[src/rtl/rx_filt_pkg.sv]
// rtl/rx_filt_pkg.sv - shared constants and FSM state type for the RX filter scheduler
//
// Holds the default filter length, the derived centre-tap index, the width
// of the folded tap index and the scheduler state encoding.
package rx_filt_pkg;

  localparam int COEFF_LEN_DEF = 81;
  localparam int HALF_LEN_DEF  = (COEFF_LEN_DEF - 1) / 2;
  localparam int TAP_W         = 6;

  typedef enum logic [1:0] {
    IDLE = 2'd0,
    RUN  = 2'd1,
    DUMP = 2'd2
  } state_t;

endpackage

[src/rtl/rx_sched_tap_cnt.sv]
// rtl/rx_sched_tap_cnt.sv - folded tap index counter for the RX filter scheduler
//
// Ports:
//   clk, reset  - clock, asynchronous active-low reset
//   clear       - synchronous return to tap 0 (wins over inc)
//   inc         - advance to the next tap
//   idx         - current folded tap index (registered)
//   last        - idx is the centre tap
module rx_sched_tap_cnt
  import rx_filt_pkg::*;
#(
  parameter int HALF_LEN = HALF_LEN_DEF
) (
  input  logic             clk,
  input  logic             reset,
  input  logic             clear,
  input  logic             inc,
  output logic [TAP_W-1:0] idx,
  output logic             last
);

  localparam logic [TAP_W-1:0] LAST_IDX = TAP_W'(HALF_LEN);

  always_ff @(posedge clk or negedge reset) begin
    if (!reset) begin
      idx <= '0;
    end else if (clear) begin
      idx <= '0;
    end else if (inc) begin
      idx <= idx + 1'b1;
    end
  end

  assign last = (idx == LAST_IDX);

endmodule

[src/rtl/rx_filter_sched.sv]
// rtl/rx_filter_sched.sv - MAC sequencer for a symmetric (folded) FIR filter
//
// Each accepted sam_clk_en walks the folded taps 0..HALF_LEN, one MAC per
// cycle, then emits a one-cycle dump. Requests arriving mid-run are dropped
// and flagged in the sticky overrun bit.
//
// Ports:
//   clk, reset  - clock, asynchronous active-low reset
//   sam_clk_en  - request one output sample
//   ovr_clr     - clear overrun (a simultaneous new overrun wins)
//   tap_idx     - folded tap index
//   center      - tap_idx is the centre tap (no pair add)
//   acc_en      - MAC cycle active
//   acc_clr     - first MAC cycle, accumulator loads instead of adds
//   dump        - output register latches the accumulator
//   busy        - RUN or DUMP
//   overrun     - sticky dropped-request flag
// Optional (macro RX_FILTER_SCHED_SYM_PHASE_EN):
//   sym_clk_en  - force sym_phase to 0
//   sym_phase   - dump count modulo 4
//   sym_strobe  - asserted with dump when the pre-increment sym_phase is 0
module rx_filter_sched
  import rx_filt_pkg::*;
#(
  parameter int COEFF_LEN = COEFF_LEN_DEF,
  parameter int HALF_LEN  = (COEFF_LEN - 1) / 2
) (
  input  logic             clk,
  input  logic             reset,
  input  logic             sam_clk_en,
  input  logic             ovr_clr,
`ifdef RX_FILTER_SCHED_SYM_PHASE_EN
  input  logic             sym_clk_en,
  output logic [1:0]       sym_phase,
  output logic             sym_strobe,
`endif
  output logic [TAP_W-1:0] tap_idx,
  output logic             center,
  output logic             acc_en,
  output logic             acc_clr,
  output logic             dump,
  output logic             busy,
  output logic             overrun
);

  if (COEFF_LEN < 3 || (COEFF_LEN % 2) == 0 || HALF_LEN >= (1 << TAP_W)) begin : g_bad_coeff_len
    $error("rx_filter_sched: COEFF_LEN must be odd, >= 3 and fit the tap index");
  end

  // Centre flag is registered one tap ahead so it lines up with tap_idx.
  localparam logic [TAP_W-1:0] PRE_LAST_IDX = TAP_W'(HALF_LEN - 1);

  state_t           state;
  logic             cnt_inc;
  logic             cnt_clear;
  logic             cnt_last;
  logic [TAP_W-1:0] cnt_idx;

  // Counter only advances inside RUN; everywhere else it is held at 0.
  assign cnt_inc   = (state == RUN) && !cnt_last;
  assign cnt_clear = !cnt_inc;

  rx_sched_tap_cnt #(
    .HALF_LEN(HALF_LEN)
  ) u_tap_cnt (
    .clk  (clk),
    .reset(reset),
    .clear(cnt_clear),
    .inc  (cnt_inc),
    .idx  (cnt_idx),
    .last (cnt_last)
  );

  assign tap_idx = cnt_idx;

  always_ff @(posedge clk or negedge reset) begin
    if (!reset) begin
      state   <= IDLE;
      center  <= 1'b0;
      acc_en  <= 1'b0;
      acc_clr <= 1'b0;
      dump    <= 1'b0;
      busy    <= 1'b0;
      overrun <= 1'b0;
    end else begin
      center  <= 1'b0;
      acc_clr <= 1'b0;
      dump    <= 1'b0;
      case (state)
        IDLE: begin
          if (sam_clk_en) begin
            state   <= RUN;
            acc_en  <= 1'b1;
            acc_clr <= 1'b1;
            busy    <= 1'b1;
          end
        end
        RUN: begin
          if (cnt_last) begin
            state  <= DUMP;
            acc_en <= 1'b0;
            dump   <= 1'b1;
          end else begin
            center <= (cnt_idx == PRE_LAST_IDX);
          end
        end
        DUMP: begin
          if (sam_clk_en) begin
            state   <= RUN;
            acc_en  <= 1'b1;
            acc_clr <= 1'b1;
          end else begin
            state <= IDLE;
            busy  <= 1'b0;
          end
        end
        default: begin
          state  <= IDLE;
          acc_en <= 1'b0;
          busy   <= 1'b0;
        end
      endcase

      // A dropped request sets the flag even when ovr_clr is also high.
      if (sam_clk_en && state == RUN) begin
        overrun <= 1'b1;
      end else if (ovr_clr) begin
        overrun <= 1'b0;
      end
    end
  end

`ifdef RX_FILTER_SCHED_SYM_PHASE_EN
  // sym_phase advances as the dump cycle ends, so during dump it still shows
  // the pre-increment value that sym_strobe was derived from.
  always_ff @(posedge clk or negedge reset) begin
    if (!reset) begin
      sym_phase  <= 2'd0;
      sym_strobe <= 1'b0;
    end else begin
      sym_strobe <= (state == RUN) && cnt_last && (sym_phase == 2'd0);
      if (sym_clk_en) begin
        sym_phase <= 2'd0;
      end else if (dump) begin
        sym_phase <= sym_phase + 2'd1;
      end
    end
  end
`endif

endmodule

[config.mk]
export PLATFORM = sky130hd
export DESIGN_NAME = rx_filter_sched
export DESIGN_NICKNAME = d
export VERILOG_FILES = /design/src/rtl/rx_filt_pkg.sv /design/src/rtl/rx_sched_tap_cnt.sv /design/src/rtl/rx_filter_sched.sv
export SDC_FILE = /design/constraint.sdc
export NUM_CORES = 1
export LEC_CHECK = 0
export ABC_AREA = 0
export CORE_MARGIN = 10
export CORE_UTILIZATION = 40
export DETAILED_ROUTE_END_ITERATION = 10
export GPL_TIMING_DRIVEN = 0
export HOLD_SLACK_MARGIN = 0.06
export PLACE_DENSITY = 0.71
export SLEW_MARGIN = 40
export SYNTH_ARGS = -nofsm -noshare
export SYNTH_HDL_FRONTEND = slang
export SYNTH_HIERARCHICAL = 1
export SYNTH_SLANG_ARGS = --single-unit
[constraint.sdc]
create_clock -name clk -period 2.5 [get_ports clk]
set_input_delay 0.75 -clock clk [delete_from_list [all_inputs] [get_ports clk]]
set_output_delay 0.75 -clock clk [all_outputs]
set_load 0.02 [all_outputs]
# Yosys cells after proc, flatten, opt, wreduce, memory -nomap -nowiden
# Index checks and enable logic that the tools add are counted.
[op_classes]
addsub = 1
eq_ne = 8
n_mux = 18
bitwise = 1
reduce_logical = 9
[ops]
columns = ["op", "count"]
rows = [
  ["$eq 6x6->1 const B", 2],
  ["$mux 1", 12],
  ["$add 6x1->6 const B", 1],
  ["$mux 6", 1],
  ["$ne 2x2->1 const B", 3],
  ["$pmux 2 s3", 1],
  ["$mux 2", 2],
  ["$reduce_and 2->1", 2],
  ["$pmux 1 s3", 1],
  ["$reduce_and 3->1", 1],
  ["$eq 2x1->1 const B", 1],
  ["$eq 2x2->1 const B", 1],
  ["$logic_and 1x1->1", 2],
  ["$logic_not 2->1", 1],
  ["$ne 2x1->1 const B", 1],
  ["$pmux 1 s2", 1],
  ["$reduce_bool 2->1", 1],
  ["$reduce_or 2->1", 1],
  ["$logic_not 1->1", 1],
  ["$not 1->1", 1],
]
[totals]
reg_bits = 14
inputBits = 4
word_cells = 45

# Logic depth before layout (Yosys ltp)
[depth]
ltp_word = 4
depth_mapped = 10

# Hierarchy
# The synthesis kept the hierarchy.
[modules_own_cells]
columns = ["module", "n_inst", "cells_each", "area_each_um2"]
rows = [
  ["rx_filter_sched", 1, 24, 320.3],
  ["rx_sched_tap_cnt", 1, 29, 301.5],
]

# Least setup slack after synthesis
# Ideal clock, no wire load.
[synth_timing]
kind = "register to register"
from = "reg u_tap_cnt.idx[0]"
to = "reg u_tap_cnt.idx[5]"
setup_time_ps = 77
arrival_ps = 2210
required_ps = 2423
slack_ps = 212
stages_incl_launch_ff = 11
path_buffers = 1
synth_period_minus_slack_ps = 2288
path_cell_list = "dfrtp_1 -> inv_1 -> ha_1 -> nand4b_1 -> nor2_1 -> or3b_1 -> buf_2 -> inv_1 -> nand4_2 -> or3_1 -> a21oi_1"
[synth_via]
elab_chain_cells = 4
word_cells_on_any_way = 5
classes_between = "1 x add/sub; 1 x eq/ne; 1 x mux; 2 x reduce/logical"
[synth_lines]
columns = ["element", "line", "rtl"]
rows = [
  ["start, declared", "rx_sched_tap_cnt.sv:18", "output logic [TAP_W-1:0] idx,"],
  ["start signal, assigned", "rx_sched_tap_cnt.sv:30", "idx <= idx + 1'b1;"],
  ["$eq 6x6->1", "rx_sched_tap_cnt.sv:34", "assign last = (idx == LAST_IDX);"],
  ["via cnt_last", "rx_filter_sched.sv:56", "logic cnt_last;"],
  ["$logic_not 1->1", "rx_filter_sched.sv:60", "assign cnt_inc = (state == RUN) && !cnt_last;"],
  ["$logic_and 1x1->1", "rx_filter_sched.sv:60", ""],
  ["via cnt_inc", "rx_filter_sched.sv:54", "logic cnt_inc;"],
  ["$mux 6", "rx_sched_tap_cnt.sv:27", "end else if (clear) begin"],
]
# The timed path passes the listed nets, and every way through them passes these cells.
# A chain may end at the register's enable or synchronous reset.

# Worst setup path in the final report
# Ends and elaborated chain as after synthesis.

==> flow_summary.toml <==
[status]
result_of_the_run = "finished, final reports clean"

[layout]
layout.area.seq_um2 = 353
n_fill_cell = 133
final_area_um2 = 831
commonest_cells_after_routing_fill_and_taps_aside = "clkdlybuf4s50_1, dfrtp_1, inv_1"
most_frequent_standard_cell_in_the_layout_excluding_fill_and_tap_cells = "clkdlybuf4s50_1"
multiInputGateArea_um2 = 240
layout.nets = 79
fraction_of_layout_instances_using_a_drive_strength_above_1_pct = 16.7
diodes = 0
syn_to_final_growth_pct = 33.6

[timing]
final.setup_skew_ps = 10.4
worst_pin_slew_ps = 618
finalMaxSlewViolations = 0
setup_repair_after_global_routing_missed_its_margin = "no"
fmax_ghz = 0.431
setup_tns_ps = 0
fin_hold_ws_ps = 503
final-setup-viol-count = 0
min_period_over_period_pct = 92.9
final_period_minus_worst_setup_slack_ps = 2320
finalHoldViolCount = 0
maxSlewHeadroom_pct = 58.6

[power]
cell_internal_pwr_mw = 0.458
power.switching_mw = 0.230
peakVddDrop_uv = 573
pwr_density_cell_mw_per_mm2 = 829
static-leakage-power_nw = 0.378
power_frac_comb_pct = 31.0
seq_power_share_pct = 45.3
share_clk_of_total_power_pct = 23.7
switching_portion_of_total_power_pct = 33.4

[place]
portBuffers = 15
dp_hpwl_um = 937
placedInstanceArea_um2 = 792
place_congestion = 0.761

[die]
floorplan.die.height_um = 59.4
die_width_um = 59.4
rows = 14
start_util_pct = 41.8
io_pins = 16
dieArea_mm2 = 0.00353
fp.coreArea_mm2 = 0.00149

[cts]
numCtsBuffers = 3
htree_num_levels = 1
holdBufCountCts = 0
clock-sinks = 14
ctsLongestPathBuffers = 2
cts_setup_buffers = 0
worstSkewPairLatency_ps = 280
cts.reportedPaths.clkPinSlew_ps = 90
cts_root_buffer = "clkbuf_4"
cts_tree = "built"

[detailed_routing]
total_number_of_vias = 439
count_of_unresolved_drc_violations_after_routing = 0
detail_route.first_pass.iterations = 3
detail_route.wirelength_um = 1220
route.detailed.wl_per_inst_um = 13.9
drt-initial-drc-count = 5
drt-vias-per-instance = 4.99
postRouteAntennaNets = 0

[global_routing]
grt_first_pass_wirelength_um = 2170
grt_overflow = 0
maximum_number_of_pins_on_one_net_before_global_route_repair = 15
use_met2_pct = 12.5
first_global_vias = 459
grt_antenna_before_repair = 0
grt_usage_pct = 7.98
grt.busiest_layer = "met2"
groute.layer.met1.usage_pct = 9.11
gr_util_met3_pct = 2.58

[logic_synthesis]
mappedNetlistNets = 59
yosysWarningCount = 6
ys_top_cells_by_area = "dfrtp_1, inv_1, xor2_1"
register_bit_count_reported_by_yosys = 14
seq_area_frac_synth_pct = 56.3
synth.distinct_cells = 22
synth_cells = 53
post_synth.cell_area_avg_um2 = 11.7
synth_top_area_share_pct = 56.3
syn_area_um2 = 622
synth_top_cell_by_area = "dfrtp_1"

[setup_path]
criticalPathCategory = "reg -> reg"
required_worst_endpoint_ps = 2710
crit_path_start_kind = "register"
path_max_fanout = 10
arrival_ps = 2530
worst_setup_path_end_kind = "register"

[run]
max_cap_violations = 0

[hold_path]
hold_class = "reg -> reg"
==> registers in the layout, summed over array words and instances, names as in the netlist <==
register and flops:
center 1, overrun 1, acc_en 1, state 2, acc_clr 1, busy 1, u_tap_cnt/idx 6, dump 1
==> final cells by class <==
class                      count  share of cell area, %
sequential                    14                   42.5
inverter                       7                   3.16
tap                           16                   2.41
multi-input combinational     31                   28.9
timing repair buffer          15                   18.1
clock buffer                   4                   4.37
buffer                         1                  0.602
==> synthesized netlist by cell type <==
library cell / n
nand2_1: 2
and2b_2: 1
maj3_1: 1
mux2i_1: 1
a32o_1: 1
buf_2: 1
or3b_1: 1
and3_2: 2
or3_1: 1
a21oi_1: 1
nand4_2: 1
nand4b_1: 2
inv_1: 7
xnor2_1: 1
nand4_1: 1
ha_1: 2
dfrtp_1: 14
xor2_1: 3
a2bb2oi_1: 1
nor4_4: 1
o21ai_0: 2
nor2_1: 6
==> power by group through the flow <==
| stage | Clock (mW) | Sequential (mW) | Combinational, mW |
|---|---|---|---|
| 4_1_cts | 0.166 | 0.310 | 0.218 |
| 3_5_place_dp | 0 | 0.314 | 0.217 |
| 5_1_grt | 0.181 | 0.323 | 0.244 |
| 2_1_floorplan | 0 | 0.347 | 0.0815 |
| 6_report | 0.163 | 0.312 | 0.214 |
| 3_3_place_gp | 0 | 0.315 | 0.210 |
==> worst max-delay path: stages (launching register included) <==
cell and delay, ps:
dfrtp_2 430, inv_1 60, ha_1 200, nand4b_1 90
nor2_1 60, or3b_1 340, buf_2 190, inv_1 190
nand4_2 160, or3_1 380, a21oi_1 160
==> stage by stage <==
step | worst slack (ps) | power [mW] | utilization (%) | cells
final | 178 | 0.689 | 55.8 | 88
after global routing | 20.8 | 0.747 | 55.8 | 88
after CTS | 116 | 0.694 | 55.6 | 88
after detailed placement | 140 | 0.531 | 53.2 | 84
after global placement | 189 | 0.524 | 53.2 | 84
after floorplan | 212 | 0.429 | - | 53
==> what timing repair did <==
| action | CTS | global route |
|---|---|---|
| resized for setup | 0 | 2 |
| setup endpoints to repair | 0 | 1 |
| hold endpoints to repair | 0 | 0 |
==> layer usage <==
metal / share of wire [%] / routed length (µm)
met1: 43 / 521
met2: 52 / 629
met3: 5.0 / 61
met4: 0.74 / 9
met5: 0 / 0
==> path summary, 6_finish.rpt <==
check	depth (start not counted)	end	from	slack (ps)
worst max-delay path	10	u_tap_cnt/idx[5]	u_tap_cnt/idx[0]	180
worst min-delay path	1	overrun	overrun	500
worst max register to register	10	u_tap_cnt/idx[5]	u_tap_cnt/idx[0]	180
worst min register to register	1	overrun	overrun	500
max in group asynchronous	1	u_tap_cnt/idx[0]	reset	1200
min in group asynchronous	1	u_tap_cnt/idx[3]	reset	850
==> cell families (layout without fill, tap and decap cells) <==
| group | Yosys count | after routing | share of synthesized area [%] |
|---|---|---|---|
| AND/OR/NAND/NOR | 18 | 18 | 20.3 |
| buffers and inverters | 8 | 27 | 5.03 |
| adder cells (fa/ha/maj) | 3 | 3 | 5.63 |
| flip-flops | 14 | 14 | 56.3 |
| multiplexers | 1 | 1 | 1.61 |
| AO/OA/AOI/OAI | 5 | 5 | 5.43 |
| XOR/XNOR | 4 | 4 | 5.63 |
Note: power is estimated with default switching activity, not from simulation.
==> edit 1: new RTL, same flow settings <==
The package constant `TAP_W` goes from 6 to 7.
--- a/src/rtl/rx_filt_pkg.sv
+++ b/src/rtl/rx_filt_pkg.sv
@@ -8,3 +8,3 @@
   localparam int HALF_LEN_DEF  = (COEFF_LEN_DEF - 1) / 2;
-  localparam int TAP_W         = 6;
+  localparam int TAP_W         = 7;
 
Ports: changed (resized tap_idx); port bits go from 16 to 17. The function was not compared with the original's and may differ.
==> edit 1 against the original RTL <==
Largest power group unchanged. Wire length rose by 17%. Sequential cell count up 1. Design area increased by 4.8%. Worst setup slack improved by 28 ps. Global-route usage is 0.63 points higher. Synthesized area up 6.4%. Highest routed layer unchanged. Worst hold slack improved by 46 ps. Total power decreased by 1.8%.
==> edit 1: results (changes against the original RTL) <==
[synthesis]
synth_cells = 58  ; +9.4%
yosysSeqAreaShare_pct = 56.7  ; +0.37 points
synth-xor-area-share_pct = 5.29  ; -0.34 points
synth_common_cells = dfrtp_1 (15), inv_1 (6), nor2_1 (5)
synthesis.nets = 64  ; +8.5%
yosys.area_share.adder_pct = 5.29  ; -0.34 points
synth-compound-area-share_pct = 6.62  ; +1.2 points
yosys-top-cells-area = dfrtp_1 (57%), xor2_1 (4.0%), ha_1 (3.8%)

[sta]
worst_pin_slew_ps = 655  ; +36.6 ps
finalClockSkew_ps = 2.79  ; -7.65 ps

[routing]
wire_per_inst_um = 15.2  ; +9.4%
initialDrtViolationCount = 9  ; +4
dr.pass1.iters = 4  ; +1

[place]
place_inst = 90  ; +7.1%
portBuffers = 16  ; +1
dpl-instance-area_sq_um = 842  ; +6.3%
dpl_worst_slack_ps = 162  ; +21.7 ps
dpl.hpwl_mm = 1.01  ; +7.9%

[layout]
nNetsFinal = 85  ; +7.6%
reg.largest.list = u_tap_cnt/idx (7), state (2)
drive_above_1_share_pct = 14.1  ; -2.6 points

[global_route]
grt_pass1_wl_mm = 2.35  ; +8.2%
grt_start_max_net_pins = 16  ; +1

[critical_path]
arrival_ps = 2500  ; -30 ps
crit_fanout = 11  ; +1

[outcome]
status = completed

-- edit 1: timing repair --
item                                    4_1_cts  5_1_grt
hold buffers                                  0        0
resized for setup                             0        2
endpoints found under the setup margin        0        2
-- edit 1: cell type report --
| class | count | area [sq um] |
|---|---|---|
| Fill cell | 152 | 671 |
| Sequential cell | 15 | 377 |
| Multi-Input combinational cell | 36 | 259 |
| Timing Repair Buffer | 16 | 160 |
| Clock buffer | 3 | 22.5 |
| Inverter | 6 | 22.5 |
| Tap cell | 16 | 20.0 |
| Clock inverter | 1 | 5.00 |
| Buffer | 1 | 5.00 |
-- edit 1: power by group --
group	switching [W]	total (W)	internal, W
combinational	0.000107	0.000211	0.000104
sequential	0.0000489	0.000327	0.000278
clock	0.0000781	0.000137	0.0000593
total	0.000234	0.000676	0.000442
-- edit 1: path summary, 6_finish.rpt --
path,startpoint,endpoint,slack [ps]
max,u_tap_cnt/idx[1]$_DFFE_PN0P_,u_tap_cnt/idx[6]$_DFFE_PN0P_,210
min,overrun$_DFFE_PN0P_,overrun$_DFFE_PN0P_,550
max reg2reg,u_tap_cnt/idx[1]$_DFFE_PN0P_,u_tap_cnt/idx[6]$_DFFE_PN0P_,210
min reg2reg,overrun$_DFFE_PN0P_,overrun$_DFFE_PN0P_,550
max in group asynchronous,reset,u_tap_cnt/idx[0]$_DFFE_PN0P_,1180
min in group asynchronous,reset,u_tap_cnt/idx[1]$_DFFE_PN0P_,860
-- edit 1: routing by layer --
| layer | routed length (um) | vias to the layer above | global-route usage (%) |
|---|---|---|---|
| met4 | 18 | 0 | 5.64 |
| li1 | - | 242 | - |
| met3 | 71 | 4 | 2.09 |
| met1 | 588 | 245 | 9.19 |
| met2 | 749 | 13 | 14.7 |
| met5 | 0 | - | 0 |
==> edit 2: new RTL, same settings <==
Without the edit above. Encoding of `state_t`: now one-hot (3 bits for 3 states).
--- a/src/rtl/rx_filt_pkg.sv
+++ b/src/rtl/rx_filt_pkg.sv
@@ -10,6 +10,6 @@
 
-  typedef enum logic [1:0] {
-    IDLE = 2'd0,
-    RUN  = 2'd1,
-    DUMP = 2'd2
+  typedef enum logic [2:0] {
+    IDLE = 3'b001,
+    RUN  = 3'b010,
+    DUMP = 3'b100
   } state_t;
Check against the original RTL: no difference found for any inputs over 10 cycles, from zero or initial values and one cycle with reset low; not proved beyond that.
==> edit 2 against the original RTL <==
Design area grew 12%. Global-route usage shrank 0.17 points. Sequential cell count grew 1. Wire length grew 16%. Via count grew 19%. Largest cell class unchanged. Worst setup slack gained 140 ps. Critical path type unchanged. Total power shrank 13%. Core utilization shrank 2.0 points. Cell count grew 26%. Synthesized area grew 16%. Critical path depth shrank 2. Sequential share of layout area shrank 1.9 points.
==> edit 2: results (changes against the original RTL) <==
[power]
p_clk_w = 0.000141  ; -13%
ir_drop_uv = 405  ; -29%
power.leakage_nw = 0.377  ; about the same
seq_power_share_pct = 51.1  ; +5.8 points
switching_share_pct = 31.7  ; -1.7 points

[synthesis]
yosysWarningCount = 6  ; unchanged
synthesis.nets = 73  ; +24%
synth_common_cells = dfrtp_1 (14), nor2_1 (10), o21ai_0 (6), inv_1 (4), nand2_1 (4)
synth_mux_area_share_pct = 1.39  ; -0.22 points
yosys-top-cells-area = dfrtp_1 (49%), nor2_1 (5.2%), o21ai_0 (4.2%)
yosys.area_share.adder_pct = 3.47  ; -2.2 points
netlist-cell-type-count = 26  ; +18%
synth-xor-area-share_pct = 6.08  ; +0.44 points
synth-compound-area-share_pct = 8.33  ; +2.9 points
async_flop_share_pct = 100  ; unchanged
yosysSeqAreaShare_pct = 52.3  ; -4.1 points

[place]
dpl_worst_slack_ps = 326  ; +186 ps
globalplace.congestion = 0.714  ; -6.1%
portBuffers = 15  ; unchanged
dpl-instance-area_sq_um = 902  ; +14%
dpl.hpwl_mm = 1.11  ; +19%

[global_route]
track_usage_pct = 7.81  ; -0.17 points
grt_start_max_net_pins = 16  ; +1
antenna_found_initial = 0  ; unchanged
grt_pass1_wl_mm = 2.48  ; +14%

[layout]
nNetsFinal = 93  ; +18%
n_antenna_cell = 0  ; unchanged
drive_above_1_share_pct = 10.5  ; -6.2 points
reg.largest.list = u_tap_cnt/idx (6), state (3)

[critical_path]
arrival_ps = 2400  ; -130 ps
crit_slowest_cell = dfrtp_1
crit_fanout = 7  ; -3
max_stage_delay_ps = 480  ; +50 ps
path_delay_family = simple AND/OR/NAND/NOR gates

[min_path]
hp-class = reg -> reg

[routing]
wire_per_inst_um = 12.7  ; -8.4%
initialDrtViolationCount = 4  ; -1
dr.pass1.iters = 3  ; unchanged
vias = 524  ; +19%

[cts]
cts_buffer_depth = 2  ; unchanged
cts_made_buffers = 3  ; unchanged
path_clk_slew_ps = 80
cts_resized = 0  ; unchanged
htreeDepth = 1  ; unchanged
insertion_delay_ps = 290
post-cts-setup-buffers = 0  ; unchanged
ctsRootBufferMaster = clkbuf_4

[sta]
worst_pin_slew_ps = 639  ; +20.7 ps
finalClockSkew_ps = 3.61  ; -6.82 ps

[outcome]
status = completed

## edit 2: layer usage
layer | GRT usage [%] | vias to the layer above | routed length [um]
met2 | 12.4 | 7 | 699
met3 | 1.97 | 5 | 47
li1 | - | 265 | -
met4 | 5.87 | 0 | 43
met5 | 0 | - | 0
met1 | 8.74 | 247 | 621
## edit 2: worst paths after layout
| path | slack [ps] | endpoint | start | cells after the start |
|---|---|---|---|---|
| worst min-delay path | 520 | acc_en$_DFFE_PN0P_ | acc_en$_DFFE_PN0P_ | 2 |
| worst min register to register | 520 | acc_en$_DFFE_PN0P_ | acc_en$_DFFE_PN0P_ | 2 |
| min in group asynchronous | 850 | acc_clr$_DFF_PN0_ | reset | 1 |
| max in group asynchronous | 1240 | u_tap_cnt/idx[5]$_DFFE_PN0P_ | reset | 1 |
| worst max-delay path | 320 | u_tap_cnt/idx[5]$_DFFE_PN0P_ | u_tap_cnt/idx[0]$_DFFE_PN0P_ | 8 |
| worst max register to register | 320 | u_tap_cnt/idx[5]$_DFFE_PN0P_ | u_tap_cnt/idx[0]$_DFFE_PN0P_ | 8 |
## edit 2: layout make-up
type | count | area (sq um)
timing repair buffer | 15 | 150
multi-input combinational | 46 | 314
buffer | 1 | 11.3
tap | 25 | 31.3
clock buffer | 4 | 26.3
fill | 168 | 798
inverter | 5 | 18.8
sequential | 15 | 377
## edit 2: through the flow
step | total power [W] | util [%] | instances | hold slack, ps
3_3_place_gp | 0.000464 | 52.2 | 107 | 493
5_1_grt | 0.000636 | 53.8 | 111 | 554
3_5_place_dp | 0.000469 | 52.2 | 107 | 505
4_1_cts | 0.000610 | 53.8 | 111 | 528
6_report | 0.000601 | 53.8 | 111 | 523
2_1_floorplan | 0.000401 | - | 67 | 454
